File: config.mk
export PLATFORM = sky130hd
export DESIGN_NAME = pcr_snap_arb
export DESIGN_NICKNAME = d
export VERILOG_FILES = /design/src/rtl/pcr_snap_arb.sv
export SDC_FILE = /design/constraint.sdc
export NUM_CORES = 1
export LEC_CHECK = 0
export BUFFER_PORTS_ARGS = -buffer_cell sky130_fd_sc_hd__buf_4
export CAP_MARGIN = 5
export CELL_PAD_IN_SITES_DETAIL_PLACEMENT = 0
export CELL_PAD_IN_SITES_GLOBAL_PLACEMENT = 1
export CORE_ASPECT_RATIO = 2
export CORE_UTILIZATION = 35
export CTS_CLUSTER_DIAMETER = 80
export CTS_CLUSTER_SIZE = 8
export DETAILED_ROUTE_END_ITERATION = 10
export PLACE_DENSITY = 0.87
export SLEW_MARGIN = 20
export SYNTH_ARGS = -nofsm -noshare
export SYNTH_HDL_FRONTEND = slang
export SYNTH_SLANG_ARGS = --single-unit
File: constraint.sdc
create_clock -name clk_main_a -period 4.3 [get_ports clk_main_a]
set_input_delay 0.86 -clock clk_main_a [delete_from_list [all_inputs] [get_ports clk_main_a]]
set_output_delay 0.86 -clock clk_main_a [all_outputs]
set_load 0.01 [all_outputs]
File: src/rtl/pcr_snap_arb.sv
// pcr_snap_arb: round-robin arbiter that serves PCR snapshot requests from
//   several restamp engines with a coherent base/ext capture of the shared
//   PCR counter, an optional latency compensation, and a requester id tag.
// Latency: req in cycle N -> snap_vld in N+3 (PCR_SNAP_ADJ_EN) or N+2 (without).
// Backpressure: none downstream; requests arriving while busy wait in pend,
//   with at most one outstanding snapshot per requester.
// Optional feature macro: PCR_SNAP_ADJ_EN (adds ADJ state + ADJ_EXT adder).
// Ports:
//   clk_main_a, rst_gen (async, active-low)
//   req[NUM_REQ]              per-requester one-cycle request pulse
//   pcr_base_cnt[33], pcr_ext_cnt[9]  live PCR counter
//   snap_vld, snap_id, snap_base, snap_ext   result strobe and held result
//   busy                      FSM outside IDLE
module pcr_snap_arb #(
  parameter int NUM_REQ = 4,
  parameter int ID_W    = 2,
  parameter int ADJ_EXT = 3
) (
  input  logic               clk_main_a,
  input  logic               rst_gen,
  input  logic [NUM_REQ-1:0] req,
  input  logic [32:0]        pcr_base_cnt,
  input  logic [8:0]         pcr_ext_cnt,
  output logic               snap_vld,
  output logic [ID_W-1:0]    snap_id,
  output logic [32:0]        snap_base,
  output logic [8:0]         snap_ext,
  output logic               busy
);

  if (NUM_REQ < 2 || NUM_REQ > 16 || NUM_REQ > (1 << ID_W) ||
      ADJ_EXT < 0 || ADJ_EXT > 299) begin : g_bad_cfg
    $error("pcr_snap_arb: illegal parameter combination");
  end

  typedef enum logic [1:0] {IDLE = 2'd0, ADJ = 2'd1, DONE = 2'd2} state_t;

  state_t             state_q, state_d;
  logic [NUM_REQ-1:0] pend_q, pend_d;
  logic [ID_W-1:0]    last_gnt_q, last_gnt_d;
  logic [ID_W-1:0]    snap_id_q, snap_id_d;
  logic [32:0]        snap_base_q, snap_base_d;
  logic [8:0]         snap_ext_q, snap_ext_d;

`ifdef PCR_SNAP_ADJ_EN
  localparam logic [9:0] ADJ_C = 10'(ADJ_EXT);
  logic [32:0]     raw_base_q, raw_base_d;
  logic [8:0]      raw_ext_q, raw_ext_d;
  logic [ID_W-1:0] gnt_id_q, gnt_id_d;
  logic [9:0]      sum;
`endif

  // Round-robin search: the first pending index above last_gnt wins; if none,
  // the first pending index at or below it (wrap-around).
  logic               hi_vld, lo_vld, win_vld;
  logic [ID_W-1:0]    hi_id, lo_id, win_id;

  always_comb begin
    hi_vld = 1'b0;
    lo_vld = 1'b0;
    hi_id  = '0;
    lo_id  = '0;
    for (int i = 0; i < NUM_REQ; i++) begin
      if (pend_q[i]) begin
        if (i > int'(last_gnt_q)) begin
          if (!hi_vld) begin
            hi_vld = 1'b1;
            hi_id  = ID_W'(i);
          end
        end else if (!lo_vld) begin
          lo_vld = 1'b1;
          lo_id  = ID_W'(i);
        end
      end
    end
    win_vld = hi_vld | lo_vld;
    win_id  = hi_vld ? hi_id : lo_id;
  end

  logic               grant;
  logic [NUM_REQ-1:0] gnt_oh;

  always_comb begin
    state_d     = state_q;
    last_gnt_d  = last_gnt_q;
    snap_id_d   = snap_id_q;
    snap_base_d = snap_base_q;
    snap_ext_d  = snap_ext_q;
    grant       = 1'b0;
`ifdef PCR_SNAP_ADJ_EN
    raw_base_d  = raw_base_q;
    raw_ext_d   = raw_ext_q;
    gnt_id_d    = gnt_id_q;
    sum         = '0;
`endif
    case (state_q)
      IDLE: begin
        if (win_vld) begin
          grant      = 1'b1;
          last_gnt_d = win_id;
`ifdef PCR_SNAP_ADJ_EN
          raw_base_d = pcr_base_cnt;
          raw_ext_d  = pcr_ext_cnt;
          gnt_id_d   = win_id;
          state_d    = ADJ;
`else
          // No compensation: the capture goes straight to the result regs.
          snap_id_d   = win_id;
          snap_base_d = pcr_base_cnt;
          snap_ext_d  = pcr_ext_cnt;
          state_d     = DONE;
`endif
        end
      end
`ifdef PCR_SNAP_ADJ_EN
      ADJ: begin
        // 10 bits hold any 9-bit ext (even illegal >299) plus up to 299.
        sum       = {1'b0, raw_ext_q} + ADJ_C;
        snap_id_d = gnt_id_q;
        if (sum >= 10'd300) begin
          snap_ext_d  = 9'(sum - 10'd300);
          snap_base_d = raw_base_q + 33'd1;
        end else begin
          snap_ext_d  = sum[8:0];
          snap_base_d = raw_base_q;
        end
        state_d = DONE;
      end
`endif
      DONE:    state_d = IDLE;
      default: state_d = IDLE;
    endcase

    for (int i = 0; i < NUM_REQ; i++) begin
      gnt_oh[i] = grant && (win_id == ID_W'(i));
    end
    // A request in the grant cycle re-queues: set wins over clear.
    pend_d = (pend_q & ~gnt_oh) | req;
  end

  always_ff @(posedge clk_main_a or negedge rst_gen) begin
    if (!rst_gen) begin
      state_q     <= IDLE;
      pend_q      <= '0;
      last_gnt_q  <= ID_W'(NUM_REQ - 1);
      snap_id_q   <= '0;
      snap_base_q <= '0;
      snap_ext_q  <= '0;
`ifdef PCR_SNAP_ADJ_EN
      raw_base_q  <= '0;
      raw_ext_q   <= '0;
      gnt_id_q    <= '0;
`endif
    end else begin
      state_q     <= state_d;
      pend_q      <= pend_d;
      last_gnt_q  <= last_gnt_d;
      snap_id_q   <= snap_id_d;
      snap_base_q <= snap_base_d;
      snap_ext_q  <= snap_ext_d;
`ifdef PCR_SNAP_ADJ_EN
      raw_base_q  <= raw_base_d;
      raw_ext_q   <= raw_ext_d;
      gnt_id_q    <= gnt_id_d;
`endif
    end
  end

  assign snap_vld  = (state_q == DONE);
  assign busy      = (state_q != IDLE);
  assign snap_id   = snap_id_q;
  assign snap_base = snap_base_q;
  assign snap_ext  = snap_ext_q;

endmodule

==> summary.md <==
| Metric | Value |
|---|---|
| Outcome | `finished, final reports clean` |
| Drt total wl | `a little over 5000 µm` |
| Dpl hpwl | `between 3000 and 4000 µm` |
| Synth Area in XOR/XNOR | `0` |
| Largest family of logic cells by synthesized area | `simple AND/OR/NAND/NOR gates` |
| Setup crit start kind | `flip-flop` |
| Routed wl met3 | `around 190 µm` |
| Max-cap viol count | `0` |
| Synthesis-stage register bit count | `a little over 50` |
| Simple-Gate Fraction of Synth Area | `0.2850` |
| CTS tree | `yes` |
| Drc violations | `0` |
| Mean Syn Cell Area | `9.179 µm²` |
| CP bufs+invs | `1` |
| CTS Hold Bufs | `0` |
| Vias per Instance | `~4.6` |
| DRT Pass-1 Iters | `4` |
| Max FO, Critical Path | `2` |
| Worst-Margin Slew | `about 0.77 ns` |
| Overflow after GRT | `0` |
| Met2 WL | `between 2000 and 3000 µm` |
| Tcrit/Tclk final | `0.4036` |
| Critical Path, Cell by Cell | `buf_4` |
| GRT Total Usage | `0.1711` |
| Setup TNS | `0 ns` |
| Syn Inst Count | `220` |
| Final setup margin | `2.564 ns` |
| Die W | `55.71 µm` |
| Hold WC Path Type | `flip-flop to flip-flop` |
| Peak supply drop | `approximately 0.00028 V` |
| Cell taking the most area after synthesis | `dfrtp_1` |
| Clock-pin slew on the worst setup and hold paths | `0.09 ns` |
| Root Buffer | `clkbuf_8` |
| PostCTS Resize Cnt | `0` |
| CTS buffer count | `5` |
| ANT nets after route | `0` |
| Initial antenna violation count | `0` |
| Core Rows | `38` |
| Post CTS Setup Buffer Count | `0` |
| Synthesized area | `~2000 µm²` |
| Ant. Diodes | `0` |
| Final nets | `358` |
| Final Skew | `slightly below 0.004 ns` |
| Pre-CTS WS | `between 2 and 3 ns` |
| Initial Util | `0.3693` |
| Die Span Y | `109.4 µm` |
| Number of vias in the routed layout | `~1700` |
| Syn_nets | `~270` |
| Top Metal Used | `met4` |
| Fin. Hold Viols | `0` |
| Maximum clock path buffer count | `2` |
| Top-Level Pins | `94` |
| Clock sinks | `just over 50` |
| GP Congestion | `roughly 0.78` |
| Die ar. | `~6000 µm²` |
| Final setup vio count | `0` |
| Worst-Skew Late Latency | `around 0.30 ns` |
| Vias in the first global route | `about 1700` |
| I/O Buffers | `93` |
| Synth Area in Compound Gates | `0.04647` |
| Setup crit end kind | `output port` |
| Power Density | `between 400 and 500 nW/µm²` |
| RSZ-0062 raised after global routing | `false` |
| Synth warn | `0` |
| Layout cells sized above 1 | `0.3441` |
| Sequential area share after synthesis | `0.6332` |
| Post-Synth Adder-Cell Area | `0` |
| Setup CP Type | `flip-flop to output port` |
| Leak | `roughly 1.5 nW` |
| CP peak stage delay | `0.42 ns` |
| Routed len/inst | `between 10 and 15 µm` |
| Worst EP required | `3.44 ns` |
| Arr. time, crit path | `0.88 ns` |
| Rel. slew slack | `0.4877` |
| Delay-heaviest family, CP | `flip-flops` |
| Max Slew Vio Count | `0` |
| Yosys cell types | `22` |
| H-tree depth | `2` |
| Final min period | `about 1.7 ns` |
| Synth top area share | `0.6072` |
| Reg-to-reg slack, setup | `between 2 and 3 ns` |
| Area grow syn2layout | `39.53%` |
| Achievable frequency | `around 0.58 GHz` |
| Fraction of synthesized area in multiplexers | `0` |
| Initial DRC Count | `44` |
| Synth top area cells | `dfrtp_1 (61%), nand2_1 (23%), dfstp_2 (2.6%)` |
| Met1 Wirelength | `roughly 1800 µm` |
| Largest net degree at the start of global routing | `52` |
| Core Region | `approximately 5500 µm²` |
| First-pass GRT wire length | `about 8000 µm` |
| Crit-path slowest cell | `dfrtp_1` |
[final timing paths]
check                         startpoint            end  cells past startpoint
setup / recovery              snap_id[0]     snap_id[0]                      1
hold / removal             snap_base[18]  snap_base[18]                      2
setup reg to reg               pend_q[0]      pend_q[1]                      5
hold reg to reg            snap_base[18]  snap_base[18]                      2
max in group asynchronous        rst_gen   snap_base[8]                      1
min in group asynchronous        rst_gen  snap_base[28]                      1
[where the power goes]
part | leakage [nW] | switching, mW | internal, mW
Combinational | 0.882 | 0.174 | 0.168
Clock | 0.0412 | 0.156 | 0.114
Sequential | 0.587 | 0.0654 | 0.562
Total | 1.51 | 0.395 | 0.844
[cell usage in the layout, fill, tap and decap left out]
cell	netlist	layout
clkinvlp_4	0	1
o21ai_1	1	1
inv_2	1	1
dfrtp_1	49	49
or2_2	1	1
nor2b_1	1	1
clkbuf_8	0	5
nor2_1	8	8
and2b_1	1	1
clkbuf_1	0	1
clkinv_2	0	1
o221ai_2	1	1
nand2b_1	2	2
nor3_1	2	2
a31oi_1	1	1
a21o_1	3	3
nor3_4	1	1
nand2_1	126	126
o21a_1	1	1
a21oi_1	4	4
nand3b_1	1	1
or3_1	1	1
o22a_1	2	2
buf_4	5	94
dfstp_2	2	2
[per-layer routing]
layer	vias up	track usage
li1	851	-
met1	808	0.1822
met2	55	0.3219
met3	9	0.02941
met4	0	0.08214
met5	-	0
[metrics by stage]
| stage | area [µm²] | power (mW) | hold slack [ns] | utilization | instances |
|---|---|---|---|---|---|
| 5_1_grt | 2818 | 1.315 | 0.5072 | 0.5153 | 371 |
| 3_3_place_gp | 2733 | 0.9709 | 0.4606 | 0.4998 | 363 |
| 2_1_floorplan | 2019 | 0.8125 | 0.4834 | - | 220 |
| 4_1_cts | 2818 | 1.255 | 0.4863 | 0.5153 | 371 |
| 6_report | 2818 | 1.239 | 0.4792 | 0.5153 | 371 |
| 3_5_place_dp | 2733 | 0.9843 | 0.4637 | 0.4998 | 363 |
[worst min-delay path, stage by stage (launching register included)]
cell	delay, ns
dfrtp_1	0.35
nand2_1	0.05
nand2_1	0.05
[registers in the layout, summed over array words and instances, names as in the netlist]
signal      flops
last_gnt_q      2
pend_q          4
snap_base      33
snap_ext        9
snap_id         2
state_q         1
[cell usage after synthesis, drive strengths merged]
| cell | instances |
|---|---|
| or3 | 1 |
| nor3 | 3 |
| a21o | 3 |
| nand3b | 1 |
| nand2 | 126 |
| a31oi | 1 |
| nand2b | 2 |
| and2b | 1 |
| o22a | 2 |
| o221ai | 1 |
| dfstp | 2 |
| dfrtp | 49 |
| o21ai | 1 |
| o21a | 1 |
| buf | 11 |
| nor2b | 1 |
| a21oi | 4 |
| nor2 | 8 |
| or2 | 1 |
| inv | 1 |
[cell type report]
type	count	area, µm²
Fill cell	537	2650
Sequential cell	51	1279
Timing Repair Buffer	94	705.7
Multi-Input combinational cell	157	669.4
Tap cell	60	75.07
Clock buffer	6	72.57
Clock inverter	2	12.51
Inverter	1	3.754
[cell families (layout without fill, tap and decap cells)]
kind of cell | after synthesis | in the layout
buf+inv | 12 | 103
compound gates | 13 | 13
simple gates | 144 | 144
flops | 51 | 51
(Power assumes the default switching activity.)
